--- config.mk ---
export PLATFORM = sky130hd
export DESIGN_NAME = maze_switch_allocator_flat
export DESIGN_NICKNAME = d
export VERILOG_FILES = /design/src/rtl/maze_switch_allocator_if.sv /design/src/rtl/maze_switch_allocator.sv /design/src/flat_wrapper.sv
export SDC_FILE = /design/constraint.sdc
export NUM_CORES = 1
export LEC_CHECK = 0
export ABC_AREA = 0
export BUFFER_PORTS_ARGS = -buffer_cell sky130_fd_sc_hd__buf_2
export CORE_MARGIN = 5
export CORE_UTILIZATION = 30
export CTS_CLUSTER_DIAMETER = 50
export DETAILED_ROUTE_END_ITERATION = 10
export GPL_TIMING_DRIVEN = 0
export HOLD_SLACK_MARGIN = 0.1
export PLACE_DENSITY_LB_ADDON = 0.1
export SETUP_SLACK_MARGIN = 0.3
export SLEW_MARGIN = 10
export SYNTH_ARGS = -nofsm -noshare
export SYNTH_HDL_FRONTEND = slang
export SYNTH_SLANG_ARGS = --single-unit
--- constraint.sdc ---
create_clock -name clk -period 18.1 [get_ports clk]
set_input_delay 3.62 -clock clk [delete_from_list [all_inputs] [get_ports clk]]
set_output_delay 3.62 -clock clk [all_outputs]
set_load 0.005 [all_outputs]
--- src/rtl/maze_switch_allocator_if.sv ---
// rtl/maze_switch_allocator_if.sv - Request/grant bundle between route units, allocator and crossbar registers.
interface maze_switch_allocator_if #(
    parameter int DROP_CNT_W = 8
);
    logic [4:0]            in_valid;
    logic [24:0]           in_route_req;
    logic [4:0]            out_ready;
    logic [24:0]           out_gnt;
    logic [4:0]            in_pop;
    logic [4:0]            out_valid;
    logic [14:0]           out_src;
    logic [DROP_CNT_W-1:0] drop_cnt;

    modport master (
        output in_valid, in_route_req, out_ready,
        input  out_gnt, in_pop, out_valid, out_src, drop_cnt
    );

    modport slave (
        input  in_valid, in_route_req, out_ready,
        output out_gnt, in_pop, out_valid, out_src, drop_cnt
    );
endinterface

--- src/rtl/maze_switch_allocator.sv ---
// rtl/maze_switch_allocator.sv - Five-output round-robin switch allocator with partial multicast service.
module maze_switch_allocator #(
    parameter logic [2:0] RR_INIT    = 3'd0,
    parameter int         DROP_CNT_W = 8
) (
    input  logic                   clk,
    input  logic                   rst_n,
    maze_switch_allocator_if.slave bus
);
    localparam int SUM_W = DROP_CNT_W + 3;
    localparam logic [DROP_CNT_W-1:0] CNT_MAX = {DROP_CNT_W{1'b1}};

    logic [4:0] done [5];
    logic [2:0] ptr  [5];

    logic [4:0] route  [5];
    logic [4:0] req    [5];
    logic [4:0] gnt_o  [5];
    logic [2:0] win    [5];
    logic [4:0] g_in   [5];
    logic [4:0] done_n [5];
    logic [4:0] pop;
    logic [4:0] drop;
    logic [2:0] n_drop;
    logic [SUM_W-1:0] cnt_sum;

    always_comb begin
        for (int i = 0; i < 5; i++) begin
            route[i] = bus.in_route_req[5*i +: 5];
            req[i]   = bus.in_valid[i] ? (route[i] & ~done[i]) : 5'b0;
        end
    end

    // Per-output scan starting at the pointer; the first hit wins.
    always_comb begin
        logic [3:0] idx;
        idx = '0;
        for (int o = 0; o < 5; o++) begin
            gnt_o[o] = '0;
            win[o]   = '0;
            if (bus.out_ready[o]) begin
                for (int k = 0; k < 5; k++) begin
                    idx = ({1'b0, ptr[o]} + 4'(k)) % 4'd5;
                    if (gnt_o[o] == 5'b0 && req[idx[2:0]][o]) begin
                        gnt_o[o][idx[2:0]] = 1'b1;
                        win[o]             = idx[2:0];
                    end
                end
            end
        end
    end

    always_comb begin
        for (int i = 0; i < 5; i++) begin
            for (int o = 0; o < 5; o++) begin
                g_in[i][o]            = gnt_o[o][i];
                bus.out_gnt[5*o + i]  = gnt_o[o][i];
            end
        end
    end

    // A head pops when dropped (empty request) or when its last requested output is taken.
    always_comb begin
        n_drop = '0;
        for (int i = 0; i < 5; i++) begin
            drop[i] = bus.in_valid[i] && (route[i] == 5'b0);
            pop[i]  = bus.in_valid[i] &&
                      ((route[i] == 5'b0) || ((done[i] | g_in[i]) == route[i]));
            if (pop[i] && route[i] != 5'b0)
                done_n[i] = 5'b0;
            else
                done_n[i] = done[i] | g_in[i];
            n_drop = n_drop + 3'(drop[i]);
        end
        cnt_sum = SUM_W'(bus.drop_cnt) + SUM_W'(n_drop);
    end

    assign bus.in_pop = pop;

    always_ff @(posedge clk or negedge rst_n) begin
        if (!rst_n) begin
            for (int i = 0; i < 5; i++) begin
                done[i] <= '0;
                ptr[i]  <= RR_INIT;
            end
            bus.out_valid <= '0;
            bus.out_src   <= '0;
            bus.drop_cnt  <= '0;
        end else begin
            for (int i = 0; i < 5; i++)
                done[i] <= done_n[i];
            for (int o = 0; o < 5; o++) begin
                bus.out_valid[o] <= |gnt_o[o];
                if (|gnt_o[o]) begin
                    ptr[o]              <= (win[o] == 3'd4) ? 3'd0 : win[o] + 3'd1;
                    bus.out_src[3*o +: 3] <= win[o];
                end
            end
            if (cnt_sum > SUM_W'(CNT_MAX))
                bus.drop_cnt <= CNT_MAX;
            else
                bus.drop_cnt <= cnt_sum[DROP_CNT_W-1:0];
        end
    end
endmodule

--- src/flat_wrapper.sv ---
// flat-port wrapper written by rule: the top's interface ports become plain ports
module maze_switch_allocator_flat 
#(
    parameter logic [2:0] RR_INIT    = 3'd0,
    parameter int         DROP_CNT_W = 8
)
  (clk, rst_n, bus_in_valid, bus_in_route_req, bus_out_ready, bus_out_gnt, bus_in_pop, bus_out_valid, bus_out_src, bus_drop_cnt);
  maze_switch_allocator_if #(.DROP_CNT_W(DROP_CNT_W)) bus_i ();
  input  logic clk;
  input  logic rst_n;
  input wire logic [$bits(bus_i.in_valid)-1:0] bus_in_valid;
  input wire logic [$bits(bus_i.in_route_req)-1:0] bus_in_route_req;
  input wire logic [$bits(bus_i.out_ready)-1:0] bus_out_ready;
  output wire logic [$bits(bus_i.out_gnt)-1:0] bus_out_gnt;
  output wire logic [$bits(bus_i.in_pop)-1:0] bus_in_pop;
  output wire logic [$bits(bus_i.out_valid)-1:0] bus_out_valid;
  output wire logic [$bits(bus_i.out_src)-1:0] bus_out_src;
  output wire logic [$bits(bus_i.drop_cnt)-1:0] bus_drop_cnt;
  assign bus_i.in_valid = bus_in_valid;
  assign bus_i.in_route_req = bus_in_route_req;
  assign bus_i.out_ready = bus_out_ready;
  assign bus_out_gnt = bus_i.out_gnt;
  assign bus_in_pop = bus_i.in_pop;
  assign bus_out_valid = bus_i.out_valid;
  assign bus_out_src = bus_i.out_src;
  assign bus_drop_cnt = bus_i.drop_cnt;
  maze_switch_allocator #(.RR_INIT(RR_INIT), .DROP_CNT_W(DROP_CNT_W)) u_core (.clk(clk), .rst_n(rst_n), .bus(bus_i));
endmodule
# == Word-level counts from Yosys, hierarchy flattened ==
# Cells that the tools add are included.
# totals
regBits,68
input_bits,37
word_cells,539
output_inout_bits,58
# classes
bitwise,60
n_eq_ne,10
n_addsub,30
reduce_logical,100
order_cmp,76
div_mod_pow,25
muxes,221
# ops
operator,count
binary-select mux 5 bit (select 3 bit),25
two-way mux 5 bit,70
two-way mux 3 bit,45
zero test 5 bit,25
bitwise OR 5 bit,25
">= comparator 4 bit, second input constant",25
"< comparator 3 x 4 -> 1 bit, second input constant",25
inverter 3 -> 4 bit,25
"modulo 4 x 3 -> 4 bit, second input constant",20
demux 1 bit (select 3 bit),25
">= comparator 3 x 1 -> 1 bit, second input constant",25
logical AND 1 bit,60
"adder 3 x 2 -> 4 bit, second input constant",10
two-way mux 4 bit,10
two-way mux 1 bit,35
AND 5 bit,5
== test 5 bit,5
inverter 5 bit,5
nonzero test 5 bit,5
OR reduction 5 bit,5
"adder 3 x 1 -> 4 bit, second input constant",5
"adder 3 x 3 -> 4 bit, second input constant",5
"modulo 3 x 3 -> 4 bit, second input constant",5
two-way mux 2 bit,10
other kinds (8),22

# == Logic depth before layout (Yosys ltp) ==
# logic_depth
word_depth,30
mapped_depth,29
ltp_nobuf,26

# == Worst setup path before layout ==
# Ideal clock, no wire load.
# synth_timing
path_type,input to output
start,input port bus_in_route_req[20]
end,output port bus_in_pop[1]
n_path_buf,0
path_stages,13
t_required_ns,14.480
t_arrival_ns,6.977
path_slack_ns,7.503
path_cell_list,nand2b_1 > or2_2 > or4_4 > a32o_2 > a31o_1 > or3_4 > or4_4 > o211ai_4 > nor4_2 > a31oi_1 > nor3b_1 > nor3b_1 > or2_2
# synth_between
elab_chain_len,27
# synth_rtl
element,line,rtl
"start, declared",flat_wrapper.sv:12,input wire logic [$bits(bus_i.in_route_req)-1:0] bus_in_route_req;
AND 5 bit *,maze_switch_allocator.sv:30,req[i] = bus.in_valid[i] ? (route[i] & ~done[i]) : 5'b0;
two-way mux 5 bit *,maze_switch_allocator.sv:30,
binary-select mux 5 bit (select 3 bit),maze_switch_allocator.sv:44,if (gnt_o[o] == 5'b0 && req[idx[2:0]][o]) begin
two-way mux 1 bit (not written as such) (2 in series),maze_switch_allocator.sv:44,
two-way mux 5 bit,maze_switch_allocator.sv:44,
two-way mux 5 bit,maze_switch_allocator.sv:41,if (bus.out_ready[o]) begin
zero test 5 bit,maze_switch_allocator.sv:44,
logical AND 1 bit,maze_switch_allocator.sv:44,
[... 10 more ...],-,
zero test 5 bit,maze_switch_allocator.sv:44,
logical AND 1 bit,maze_switch_allocator.sv:44,
two-way mux 5 bit *,maze_switch_allocator.sv:44,
two-way mux 5 bit *,maze_switch_allocator.sv:41,
bitwise OR 5 bit *,maze_switch_allocator.sv:68,((route[i] == 5'b0) || ((done[i] | g_in[i]) == route[i]));
== test 5 bit *,maze_switch_allocator.sv:68,
logical OR 1 bit *,maze_switch_allocator.sv:68,
logical AND 1 bit *,maze_switch_allocator.sv:67,pop[i] = bus.in_valid[i] &&
"end, declared",flat_wrapper.sv:15,output wire logic [$bits(bus_i.in_pop)-1:0] bus_in_pop;
# Mark *: on every way between the ends. The rest lies on a longest branch, timed or not. The select of a mux whose other input is x is not followed.

# == Worst setup path in the final report ==
# layout_timing
start,input port bus_in_valid[4]
end,output port bus_out_gnt[21]
# layout_between
elab_chain_len,22
# layout_rtl
element,line,rtl
"start, declared",flat_wrapper.sv:11,input wire logic [$bits(bus_i.in_valid)-1:0] bus_in_valid;
two-way mux 5 bit *,maze_switch_allocator.sv:30,
binary-select mux 5 bit (select 3 bit),maze_switch_allocator.sv:44,
two-way mux 5 bit (not written as such) (2 in series),maze_switch_allocator.sv:44,
two-way mux 5 bit,maze_switch_allocator.sv:44,
two-way mux 5 bit,maze_switch_allocator.sv:41,
zero test 5 bit,maze_switch_allocator.sv:44,
logical AND 1 bit,maze_switch_allocator.sv:44,
two-way mux 5 bit,maze_switch_allocator.sv:44,
[... 5 more ...],-,
zero test 5 bit,maze_switch_allocator.sv:44,
logical AND 1 bit,maze_switch_allocator.sv:44,
two-way mux 5 bit,maze_switch_allocator.sv:44,
two-way mux 5 bit,maze_switch_allocator.sv:41,
zero test 5 bit,maze_switch_allocator.sv:44,
logical AND 1 bit,maze_switch_allocator.sv:44,
two-way mux 5 bit *,maze_switch_allocator.sv:44,
two-way mux 5 bit *,maze_switch_allocator.sv:41,
"end, declared",flat_wrapper.sv:14,output wire logic [$bits(bus_i.out_gnt)-1:0] bus_out_gnt;
# Marked as above.

==> flow_summary.ini <==
[layout]
fin_nets = 2000
final_area_mm2 = 0.0145
syn_to_final_growth_pct = 11.7
final_cell_mix = nor2_1 (145), nand2_1 (129), ha_1 (114), inv_1 (113), buf_2 (100)
final_common_cell = nor2_1
drive_above_1_share_pct = 11.6
fillers = 4605

[min_path]
worstHoldStart = u_core.bus.out_src[14]
min_path_cells = 1
min_delay_worst_endpoint = u_core.bus.out_src[14]
hold_class = reg2reg

[synthesis]
synth_edf_count = 0
ys_async_sr_fraction_pct = 100
synth_area_mm2 = 0.0129
synth_top_cell_by_area = dfrtp_1
ys_seq_elements = 68
synthCells = 1742
synthTopCellsByArea = dfrtp_1 (13%), ha_1 (11%), nor2_1 (4.2%)
synth_seq_area_share_pct = 13.2
avgSynthCellArea_um2 = 7.43
syn_nets = 1896
yosys_warnings = 0
synthFlopType = dfrtp_1
synth_top_area_share_pct = 13.2
ys_types = 105

[global_routing]
grt_first_pass_wirelength_um = 73900
grt_max_degree = 50
antenna_found_initial = 8
grt_pass1_vias = 13000
grt_use_total_pct = 19.4
overflow = 0

[worst_setup_path]
max_stage_delay_ns = 0.90
path_max_fanout = 10
startpoint_type = input pin
critical_path_buf_inv_count = 5
r2r-start = u_core.ptr[0]
critPathLaunch = bus_in_valid[4]
cpLargestDelayFamily = compound AO/OA/AOI/OAI gates
r2r_end = u_core.done[15]
worstSetupEndpointType = output pin
critPathKind = in2out
slowest_stage = nor3b_1
cp.arrival_ns = 8.88
ff2ff_path_depth = 23
crit_required_ns = 14.48
rrSetupSlack_ns = 9.50
crit_chain = buf_2 > inv_1 > nor3b_1 > a21o_1 > o221ai_1 > clkbuf_1 > a2111oi_0 > nand3_1 > and3_1 > a211oi_1 > nand2_1 > nor3_1 > inv_1 > a21boi_0 > buf_2

[timing]
worst_pin_slew_ns = 1.21
fin_setup_tns_ns = 0
worst_slack_ns = 5.60
rsz0062_at_grt = no
slew_viol_final = 0
fin_crit_sh_pct = 69.0
finalHoldViolations = 0
final-setup-viol-count = 0
fmax_mhz = 80.0
slew_headroom_pct = 17.2
fin_worst_skew_ns = 0.0140
finalCriticalPeriod_ns = 12.50

[run]
maxCapViolations = 0

[clock_network]
cts-resized-gates = 0
post-cts-setup-buffers = 0
clk-insertion-delay-late_ns = 0.38
cts_tree = built
clk_pin_slew_ns = 0.07
cts_hold_buf = 0
cts_sinks = 68
cts_htree_levels = 3
cts_buffers = 9
root_buffer = clkbuf_16
cts_max_path_buffers = 2

[routing]
vias_per_cell = 5.76
antenna_left = 0
drt_pre_antenna_iters = 6
postRouteWirelength_um = 48400
drc = 0
vias = 14100
wl_per_cell_um = 19.8
drt_iter0_markers = 1072

[floorplanning]
core-area_mm2 = 0.0429
ioPinCount = 95
initial_core_util_pct = 30.2
fp-row-count = 76
die_x_um = 218
dieHeight_um = 218
dieArea_mm2 = 0.0474

[status]
status = finished, final reports clean

[placed_design]
routabilityCongestion = 0.885
place_ws_ns = 5.80
port_buffers = 92
hpwl_um = 39100
placed_cell_area_mm2 = 0.0142
==> routing by layer <==
metal  track usage (%)  up-vias  part of all wire [%]  routed length (µm)
met1              27.4     6762                    48               23100
li1                  -     6827                     -                   -
met3              3.55       50                   5.6                2700
met5                 0        -                  0.12                  57
met4              4.78        8                   1.7                 833
met2              30.6      410                    45               21700
==> registers in the layout, summed over array words and instances (netlist names) <==
register and cells:
u_core.bus.out_valid 5, u_core.done 25, u_core.bus.out_src 15, u_core.ptr 15, u_core.bus.drop_cnt 8
==> worst max path at each step <==
stage / to / slack, ns / cells after the start
3_3_place_gp: bus_out_gnt[21] / 5.77 / 14
5_1_grt: bus_out_gnt[21] / 5.35 / 15
2_1_floorplan: bus_in_pop[1] / 7.50 / 13
4_1_cts: bus_out_gnt[21] / 5.76 / 15
6_report: bus_out_gnt[21] / 5.60 / 15
3_5_place_dp: bus_out_gnt[21] / 5.80 / 14
==> kinds of logic after synthesis <==
family	count (synthesis)	synth area share, %
flip-flops	68	13.2
XOR/XNOR	62	4.31
multiplexers	65	5.24
buffers and inverters	183	5.75
AO/OA/AOI/OAI	578	32.5
adder cells (fa/ha/maj)	117	11.5
AND/OR/NAND/NOR	669	27.6
==> cells in the mapped netlist, types with 18 or more instances <==
cell type and count:
a21o_1 27, nand3_1 42, nand2b_1 36, nor2_1 145
ha_1 114, xnor2_1 48, inv_1 113, nor3_1 70
nand2_1 129, a31oi_1 23, clkbuf_1 40, a21oi_1 91
and2_1 31, or2_2 24, and3_1 19, o21ai_0 87
dfrtp_1 68, a211oi_1 24, o211ai_1 32, mux2i_1 46
or3_1 18, nor2b_1 34, o31ai_1 25, o21a_1 26
nor4_1 25
==> area by class of cell <==
cell class | count | area (µm²) | area share, %
multi-input combinational | 1491 | 10500 | 72.6
sequential | 68 | 1700 | 11.8
tap | 585 | 732 | 5.06
timing repair buffer | 93 | 490 | 3.39
inverter | 122 | 458 | 3.17
buffer | 61 | 287 | 1.98
clock buffer | 10 | 239 | 1.65
clock inverter | 6 | 40.0 | 0.277
antenna | 5 | 12.5 | 0.0865
==> through the flow <==
stage               utilization [%]  cells  hold slack, ns
global placement               33.0   2419           0.457
detailed placement             33.0   2420           0.462
CTS                            33.7   2436           0.477
finish                         33.7   2441           0.474
global route                   33.7   2440           0.500
floorplan                         -   1742           0.466
==> worst reg2reg max path, stage by stage, from the launching register on <==
cell and delay (ns):
dfrtp_1 0.51, buf_2 0.28, clkinv_1 0.44, ha_1 0.59, clkbuf_1 0.41, clkinv_1 0.38, ha_1 0.30, nor3_1 0.44
nor2_1 0.10, xnor2_1 0.23, ha_1 0.25, nand2b_1 0.12, a2111oi_0 0.63, o21ai_0 0.27, and3_1 0.24, o21a_1 0.16
o211ai_1 0.28, nor3_1 0.17, a211oi_1 0.63, nand2_1 0.20, nor3_1 0.50, o2111ai_1 0.25, nor4b_1 0.85, o21ba_2 0.26
Power is left out: the tool's default activity adds up to more than one toggle a clock period on the data nets, which glitch-free logic cannot reach.
